[src/rtl/apu_pkg.sv]
`default_nettype none
// ============================================================================
// Module      : apu_pkg
// Description : Shared APU definitions: register addresses, default widths and
//               the length-counter load table.
// Revision    : 1.0 - initial release
// ============================================================================
package apu_pkg;

   localparam int APU_TIMER_W = 11;
   localparam int APU_LIN_W   = 7;
   localparam int APU_LEN_W   = 8;

   // Low two address bits of the triangle register block ($4008-$400B)
   typedef enum logic [1:0] {
      TRI_ADDR_LINEAR   = 2'd0,
      TRI_ADDR_UNUSED   = 2'd1,
      TRI_ADDR_TIMER_LO = 2'd2,
      TRI_ADDR_TIMER_HI = 2'd3
   } tri_addr_e;

   function automatic logic [7:0] len_lookup(input logic [4:0] idx);
      logic [7:0] v;
      case (idx)
         5'd0:  v = 8'd10;   5'd1:  v = 8'd254;  5'd2:  v = 8'd20;   5'd3:  v = 8'd2;
         5'd4:  v = 8'd40;   5'd5:  v = 8'd4;    5'd6:  v = 8'd80;   5'd7:  v = 8'd6;
         5'd8:  v = 8'd160;  5'd9:  v = 8'd8;    5'd10: v = 8'd60;   5'd11: v = 8'd10;
         5'd12: v = 8'd14;   5'd13: v = 8'd12;   5'd14: v = 8'd26;   5'd15: v = 8'd14;
         5'd16: v = 8'd12;   5'd17: v = 8'd16;   5'd18: v = 8'd24;   5'd19: v = 8'd18;
         5'd20: v = 8'd48;   5'd21: v = 8'd20;   5'd22: v = 8'd96;   5'd23: v = 8'd22;
         5'd24: v = 8'd192;  5'd25: v = 8'd24;   5'd26: v = 8'd72;   5'd27: v = 8'd26;
         5'd28: v = 8'd16;   5'd29: v = 8'd28;   5'd30: v = 8'd32;   default: v = 8'd30;
      endcase
      return v;
   endfunction

endpackage
`default_nettype wire

[src/rtl/apu_length_counter.sv]
`default_nettype none
// ============================================================================
// Module      : apu_length_counter
// Description : Channel length counter with load, halt, half-frame decrement
//               and channel-disable clear.
// Revision    : 1.0 - initial release
// ============================================================================
module apu_length_counter #(
   parameter int LEN_W = 8
) (
   input  logic             iClk,
   input  logic             iReset_n,
   input  logic             iEnable,
   input  logic             iLoad,
   input  logic [LEN_W-1:0] iLoadVal,
   input  logic             iHalt,
   input  logic             iHalfFrame,
   output logic             oActive
);

   logic [LEN_W-1:0] count_q;
   logic [LEN_W-1:0] count_d;

   // Disable overrides load, and load overrides a coincident decrement
   always_comb begin
      count_d = count_q;
      if (!iEnable) begin
         count_d = '0;
      end else if (iLoad) begin
         count_d = iLoadVal;
      end else if (iHalfFrame && !iHalt && (count_q != '0)) begin
         count_d = count_q - LEN_W'(1);
      end
   end

   always_ff @(posedge iClk or negedge iReset_n) begin
      if (!iReset_n) begin
         count_q <= '0;
      end else begin
         count_q <= count_d;
      end
   end

   assign oActive = (count_q != '0);

endmodule
`default_nettype wire

[src/rtl/triangle_channel_control.sv]
`default_nettype none
// ============================================================================
// Module      : triangle_channel_control
// Description : NES APU triangle sequencing front end; produces the waveform
//               step enable. Option macro: TRI_ULTRASONIC_MUTE_EN.
// Revision    : 1.0 - initial release
// ============================================================================
module triangle_channel_control
   import apu_pkg::*;
#(
   parameter int TIMER_W = APU_TIMER_W,
   parameter int LIN_W   = APU_LIN_W,
   parameter int LEN_W   = APU_LEN_W
) (
   input  logic       iClk,
   input  logic       iReset_n,
   input  logic       iWrEn,
   input  logic [1:0] iAddr,
   input  logic [7:0] iWrData,
   input  logic       iChanEnable,
   input  logic       iTimerTick,
   input  logic       iQuarterFrame,
   input  logic       iHalfFrame,
   output logic       oStep,
   output logic       oLengthActive
);

   logic [TIMER_W-1:0] period_q, period_d;
   logic [TIMER_W-1:0] timer_q, timer_d;
   logic [LIN_W-1:0]   linear_q, linear_d;
   logic [LIN_W-1:0]   lin_reload_q, lin_reload_d;
   logic               control_q, control_d;
   logic               reload_flag_q, reload_flag_d;
   logic               step_q, step_d;

   logic               w_expire;
   logic               w_len_active;
   logic               w_wr_lin;
   logic               w_wr_lo;
   logic               w_wr_hi;
   tri_addr_e          w_addr;

   assign w_addr   = tri_addr_e'(iAddr);
   assign w_wr_lin = iWrEn && (w_addr == TRI_ADDR_LINEAR);
   assign w_wr_lo  = iWrEn && (w_addr == TRI_ADDR_TIMER_LO);
   assign w_wr_hi  = iWrEn && (w_addr == TRI_ADDR_TIMER_HI);

   always_comb begin
      timer_d       = timer_q;
      w_expire      = 1'b0;
      period_d      = period_q;
      control_d     = control_q;
      lin_reload_d  = lin_reload_q;
      linear_d      = linear_q;
      reload_flag_d = reload_flag_q;
      step_d        = 1'b0;

      if (iTimerTick) begin
         if (timer_q == '0) begin
            timer_d  = period_q;
            w_expire = 1'b1;
         end else begin
            timer_d = timer_q - TIMER_W'(1);
         end
      end

      // Linear update sees the pre-write control, reload value and flag
      if (iQuarterFrame) begin
         if (reload_flag_q) begin
            linear_d = lin_reload_q;
         end else if (linear_q != '0) begin
            linear_d = linear_q - LIN_W'(1);
         end
         if (!control_q) begin
            reload_flag_d = 1'b0;
         end
      end

      if (w_wr_lin) begin
         control_d    = iWrData[7];
         lin_reload_d = LIN_W'(iWrData[6:0]);
      end
      if (w_wr_lo) begin
         period_d[7:0] = iWrData;
      end
      if (w_wr_hi) begin
         period_d[TIMER_W-1:8] = iWrData[TIMER_W-9:0];
         reload_flag_d         = 1'b1;
      end

      step_d = w_expire && (linear_q != '0) && w_len_active;
`ifdef TRI_ULTRASONIC_MUTE_EN
      if (period_q < TIMER_W'(2)) begin
         step_d = 1'b0;
      end
`endif
   end

   always_ff @(posedge iClk or negedge iReset_n) begin
      if (!iReset_n) begin
         period_q      <= '0;
         timer_q       <= '0;
         linear_q      <= '0;
         lin_reload_q  <= '0;
         control_q     <= 1'b0;
         reload_flag_q <= 1'b0;
         step_q        <= 1'b0;
      end else begin
         period_q      <= period_d;
         timer_q       <= timer_d;
         linear_q      <= linear_d;
         lin_reload_q  <= lin_reload_d;
         control_q     <= control_d;
         reload_flag_q <= reload_flag_d;
         step_q        <= step_d;
      end
   end

   apu_length_counter #(
      .LEN_W (LEN_W)
   ) u_length (
      .iClk       (iClk),
      .iReset_n   (iReset_n),
      .iEnable    (iChanEnable),
      .iLoad      (w_wr_hi),
      .iLoadVal   (LEN_W'(len_lookup(iWrData[7:3]))),
      .iHalt      (control_q),
      .iHalfFrame (iHalfFrame),
      .oActive    (w_len_active)
   );

   assign oStep         = step_q;
   assign oLengthActive = w_len_active;

endmodule
`default_nettype wire

[config.mk]
export PLATFORM = sky130hd
export DESIGN_NAME = triangle_channel_control
export DESIGN_NICKNAME = d
export VERILOG_FILES = /design/src/rtl/apu_pkg.sv /design/src/rtl/apu_length_counter.sv /design/src/rtl/triangle_channel_control.sv
export SDC_FILE = /design/constraint.sdc
export NUM_CORES = 1
export LEC_CHECK = 0
export BUFFER_PORTS_ARGS = -buffer_cell sky130_fd_sc_hd__buf_4
export CORE_MARGIN = 2
export CORE_UTILIZATION = 60
export DETAILED_ROUTE_END_ITERATION = 10
export GPL_TIMING_DRIVEN = 0
export PLACE_DENSITY = 0.81
export RECOVER_POWER = 50
export REMOVE_ABC_BUFFERS = 1
export SETUP_SLACK_MARGIN = 0.1
export SLEW_MARGIN = 25
export SYNTH_ARGS = -nofsm -noshare
export SYNTH_HDL_FRONTEND = slang
export SYNTH_SLANG_ARGS = --single-unit
[constraint.sdc]
create_clock -name iClk -period 2 [get_ports iClk]
set_clock_uncertainty 0.1 [all_clocks]
set_input_delay 0.2 -clock iClk [delete_from_list [all_inputs] [get_ports iClk]]
set_output_delay 0.2 -clock iClk [all_outputs]
set_load 0.05 [all_outputs]
==> reports/metrics.cfg <==
[clock_network]
clkLatencyLatePin_ns = 0.29
cts_root_buffer = clkbuf_8
path_clk_slew_ns = 0.08
clock-sinks = 47
cts_made_buffers = 5
tritoncts = yes
cts_buffer_depth = 2
cts_max_level = 2

[global_route]
grt_max_degree = 48
grt_pass1_wl_mm = 9.67
first_global_vias = 2131
antenna_found_initial = 0
grt_overflow = 0
track_usage_pct = 23.5

[timing]
min_period_ns = 1.82
setup_ws_ns = 0.179
setup_viol = 0
grt_setup_unrepaired = false
hold_viol = 0
slew_headroom_pct = 24.3
worst_pin_slew_ns = 1.14
holdWs_ns = 0.0181
slew_viol_final = 0
fmax_mhz = 549
post-route-period-util_pct = 91.1

[floorplanning]
initial_core_util_pct = 63.6
die_w_um = 72.6
dieArea_mm2 = 0.00528
rows = 24
core_mm2 = 0.00444
io-pin-count = 19
die_height_um = 72.6

[setup_path]
critPathBufInv = 2
required_ns = 2.08
slowest_delay_ns = 0.39
ff2ff_path_depth = 7
cp_top_family = compound AO/OA/AOI/OAI gates
r2r-end = u_length.count_q[2]
critical_path_class = reg -> reg
timing.rr.start = u_length.count_q[0]
cpMostUsedCell = a211oi_1
crit_chain = inv_1 > ha_1 > nor3b_4 > buf_4 > a211oi_1 > a211oi_1 > a211oi_1
crit_path_start_kind = flop
crit_fanout = 5
r2r_slack_ns = 0.18
worst_setup_path_end_kind = flop
cp_data_arrival_time_ns = 1.91
slowest_stage = dfrtp_1

[hold_path]
whs_endpoint = period_q[10]
min_path_type = in -> reg
min-delay-start = iWrData[2]
hold_depth = 3

[drt]
drt-wirelength-per-cell_um = 16.0
drtPass1Iterations = 4
vias = 2350
drtIter0Drc = 193
drt_wl_total_mm = 5.91
route.detailed.drc = 0
wl_met3_um = 254
top_layer = met4
ant_nets = 0
drt-met1-wl_mm = 2.68
wl_met2_mm = 2.87
post_drt_via_cell_ratio = 6.37

[synthesis]
yosysTopAreaCell = dfrtp_1
synthDominantCellAreaShare_pct = 41.6
yosysSeqAreaShare_pct = 41.6
syn_area_mm2 = 0.00283
async_flop_share_pct = 100
synth-edff-count = 0
synth_cell_types = 53
synth_top_family_by_area = simple AND/OR/NAND/NOR gates
synthXorXnorAreaFrac_pct = 0.930
synth_compound_area_share_pct = 18.7
synth_cells = 297
ys.flop_type = dfrtp_1
postSynthAreaPerCell_um2 = 9.52
synth_mux_area_share_pct = 8.23
synthSimpleGateAreaFrac_pct = 20.7
ys_seq_elements = 47
synth_warnings = 0
synth_top_cells_by_area = dfrtp_1 42%, mux2_2 6.4%, ha_1 5.3%
yosys.area_share.adder_pct = 5.31

[placed_design]
io_buffers = 18
post-dp-hpwl_mm = 4.05
placedCellCount = 354
place_ws_ns = -0.0878
placed_area_mm2 = 0.00298
gp_congestion = 0.816

[finish]
regArea_mm2 = 0.00118
layout.nets = 345
n_fill_cell = 330
multi_input_area_mm2 = 0.00161
final_layout_size_suffix_gt1_share_pct = 22.4
stdcell_count = 369
area_growth_pct = 13.8
design_area_mm2 = 0.00322
num_antenna_cells = 0

[power_and_ir_drop]
total_power_mw = 3.40
peakVddDrop_v = 0.000522
cellPowerDensity_mw_per_mm2 = 1060
leakage_nw = 1.38

[run_status]
status = finished clean

[job]
drv_cap = 0

-- cells by family after synthesis --
| family | count (synthesis) |
|---|---|
| AO/OA/AOI/OAI | 78 |
| XOR/XNOR | 3 |
| adder cells (fa/ha/maj) | 12 |
| buffers and inverters | 34 |
| flip-flops | 47 |
| multiplexers | 20 |
| AND/OR/NAND/NOR | 103 |
-- per-layer routing --
| layer | up-vias | track usage (%) |
|---|---|---|
| met1 | 1160 | 32.0 |
| met2 | 60 | 38.0 |
| met4 | 0 | 8.02 |
| met3 | 11 | 4.28 |
| met5 | - | 0 |
| li1 | 1119 | - |
-- state kept, by name (all words and copies together) (netlist names) --
register,flops
period_q,11
timer_q,11
u_length.count_q,8
lin_reload_q,7
linear_q,7
control_q,1
oStep,1
reload_flag_q,1
-- synth_stat cells (2+ instances only) --
library cell and count:
nor2_1 12, nand3_1 13, nand3b_1 3, and3_1 3, clkbuf_1 12, o21a_1 2, o311ai_0 2, mux2i_1 3
nor3_1 10, nor3b_1 3, mux2_2 16, o22ai_1 3, a211oi_1 5, nor2b_1 7, o21ai_0 23, ha_1 12
or3_1 3, a21oi_1 19, or4_1 2, nor4_1 3, nor3b_2 2, xnor2_1 3, o2bb2ai_1 3, nand2b_1 5
dfrtp_1 47, a311oi_1 3, a2bb2oi_1 2, nand2_1 29, a22oi_1 3, inv_1 21
-- layout make-up --
| class | instances | share of cell area, % |
|---|---|---|
| Multi-Input combinational cell | 216 | 49.9 |
| Inverter | 21 | 2.45 |
| Timing Repair Buffer | 25 | 5.83 |
| Clock buffer | 8 | 3.11 |
| Sequential cell | 47 | 36.6 |
| Tap cell | 52 | 2.02 |
-- power breakdown --
part | leakage, nW | total, mW | switching [mW] | internal, mW
clock | 0.0515 | 0.619 | 0.303 | 0.316
sequential | 0.580 | 1.52 | 0.314 | 1.21
combinational | 0.746 | 1.26 | 0.647 | 0.613
total | 1.38 | 3.40 | 1.26 | 2.14
-- how the worst max path moves through the flow --
stage          slack [ns]                 from  depth (start not counted)                   to
2_1_floorplan       -0.12  u_length.count_q[0]                          6  u_length.count_q[3]
3_3_place_gp        -0.05  u_length.count_q[0]                          6  u_length.count_q[1]
3_5_place_dp        -0.09  u_length.count_q[0]                          6  u_length.count_q[1]
4_1_cts              0.09  u_length.count_q[3]                          3        oLengthActive
5_1_grt              0.08  u_length.count_q[0]                          7  u_length.count_q[2]
6_report             0.18  u_length.count_q[0]                          7  u_length.count_q[2]
-- through the flow --
| step | TNS (ns) | utilization, % |
|---|---|---|
| 2_1_floorplan | -0.122 | - |
| 3_3_place_gp | -0.0839 | 67.0 |
| 3_5_place_dp | -0.283 | 67.0 |
| 4_1_cts | 0 | 70.6 |
| 5_1_grt | 0 | 72.4 |
| 6_report | 0 | 72.4 |
-- layout by cell type, fill, tap and decap left out, drive strengths merged, types with 3 or more instances in the layout --
cell type | synthesis | routed
a21oi | 19 | 19
ha | 12 | 12
o22ai | 3 | 3
a311oi | 3 | 3
nand3b | 3 | 3
nor2 | 12 | 12
o21ai | 23 | 23
nor2b | 7 | 7
or3 | 4 | 4
a22oi | 3 | 3
clkbuf | 12 | 10
mux2 | 16 | 16
a211oi | 5 | 5
xnor2 | 3 | 3
o2bb2ai | 3 | 3
nand3 | 13 | 13
buf | 1 | 22
nor4 | 5 | 5
inv | 21 | 21
nor3 | 10 | 10
and3 | 3 | 3
nor3b | 5 | 5
mux2i | 3 | 3
dfrtp | 47 | 47
nand2 | 29 | 29
nand2b | 5 | 5
-- timing repair --
action                                  in CTS  in global routing
hold buffers                                 1                  0
pin swaps                                    0                  4
setup buffers                                3                  3
hold endpoints to repair                    47                  0
endpoints found under the setup margin      16                 18
gates resized for setup                      7                 13
-- tightest hold or removal path: stages --
cell     delay (ns)
buf_4          0.09
nand2_1        0.04
nand2_1        0.04
Power figures use the tool's default switching activity.
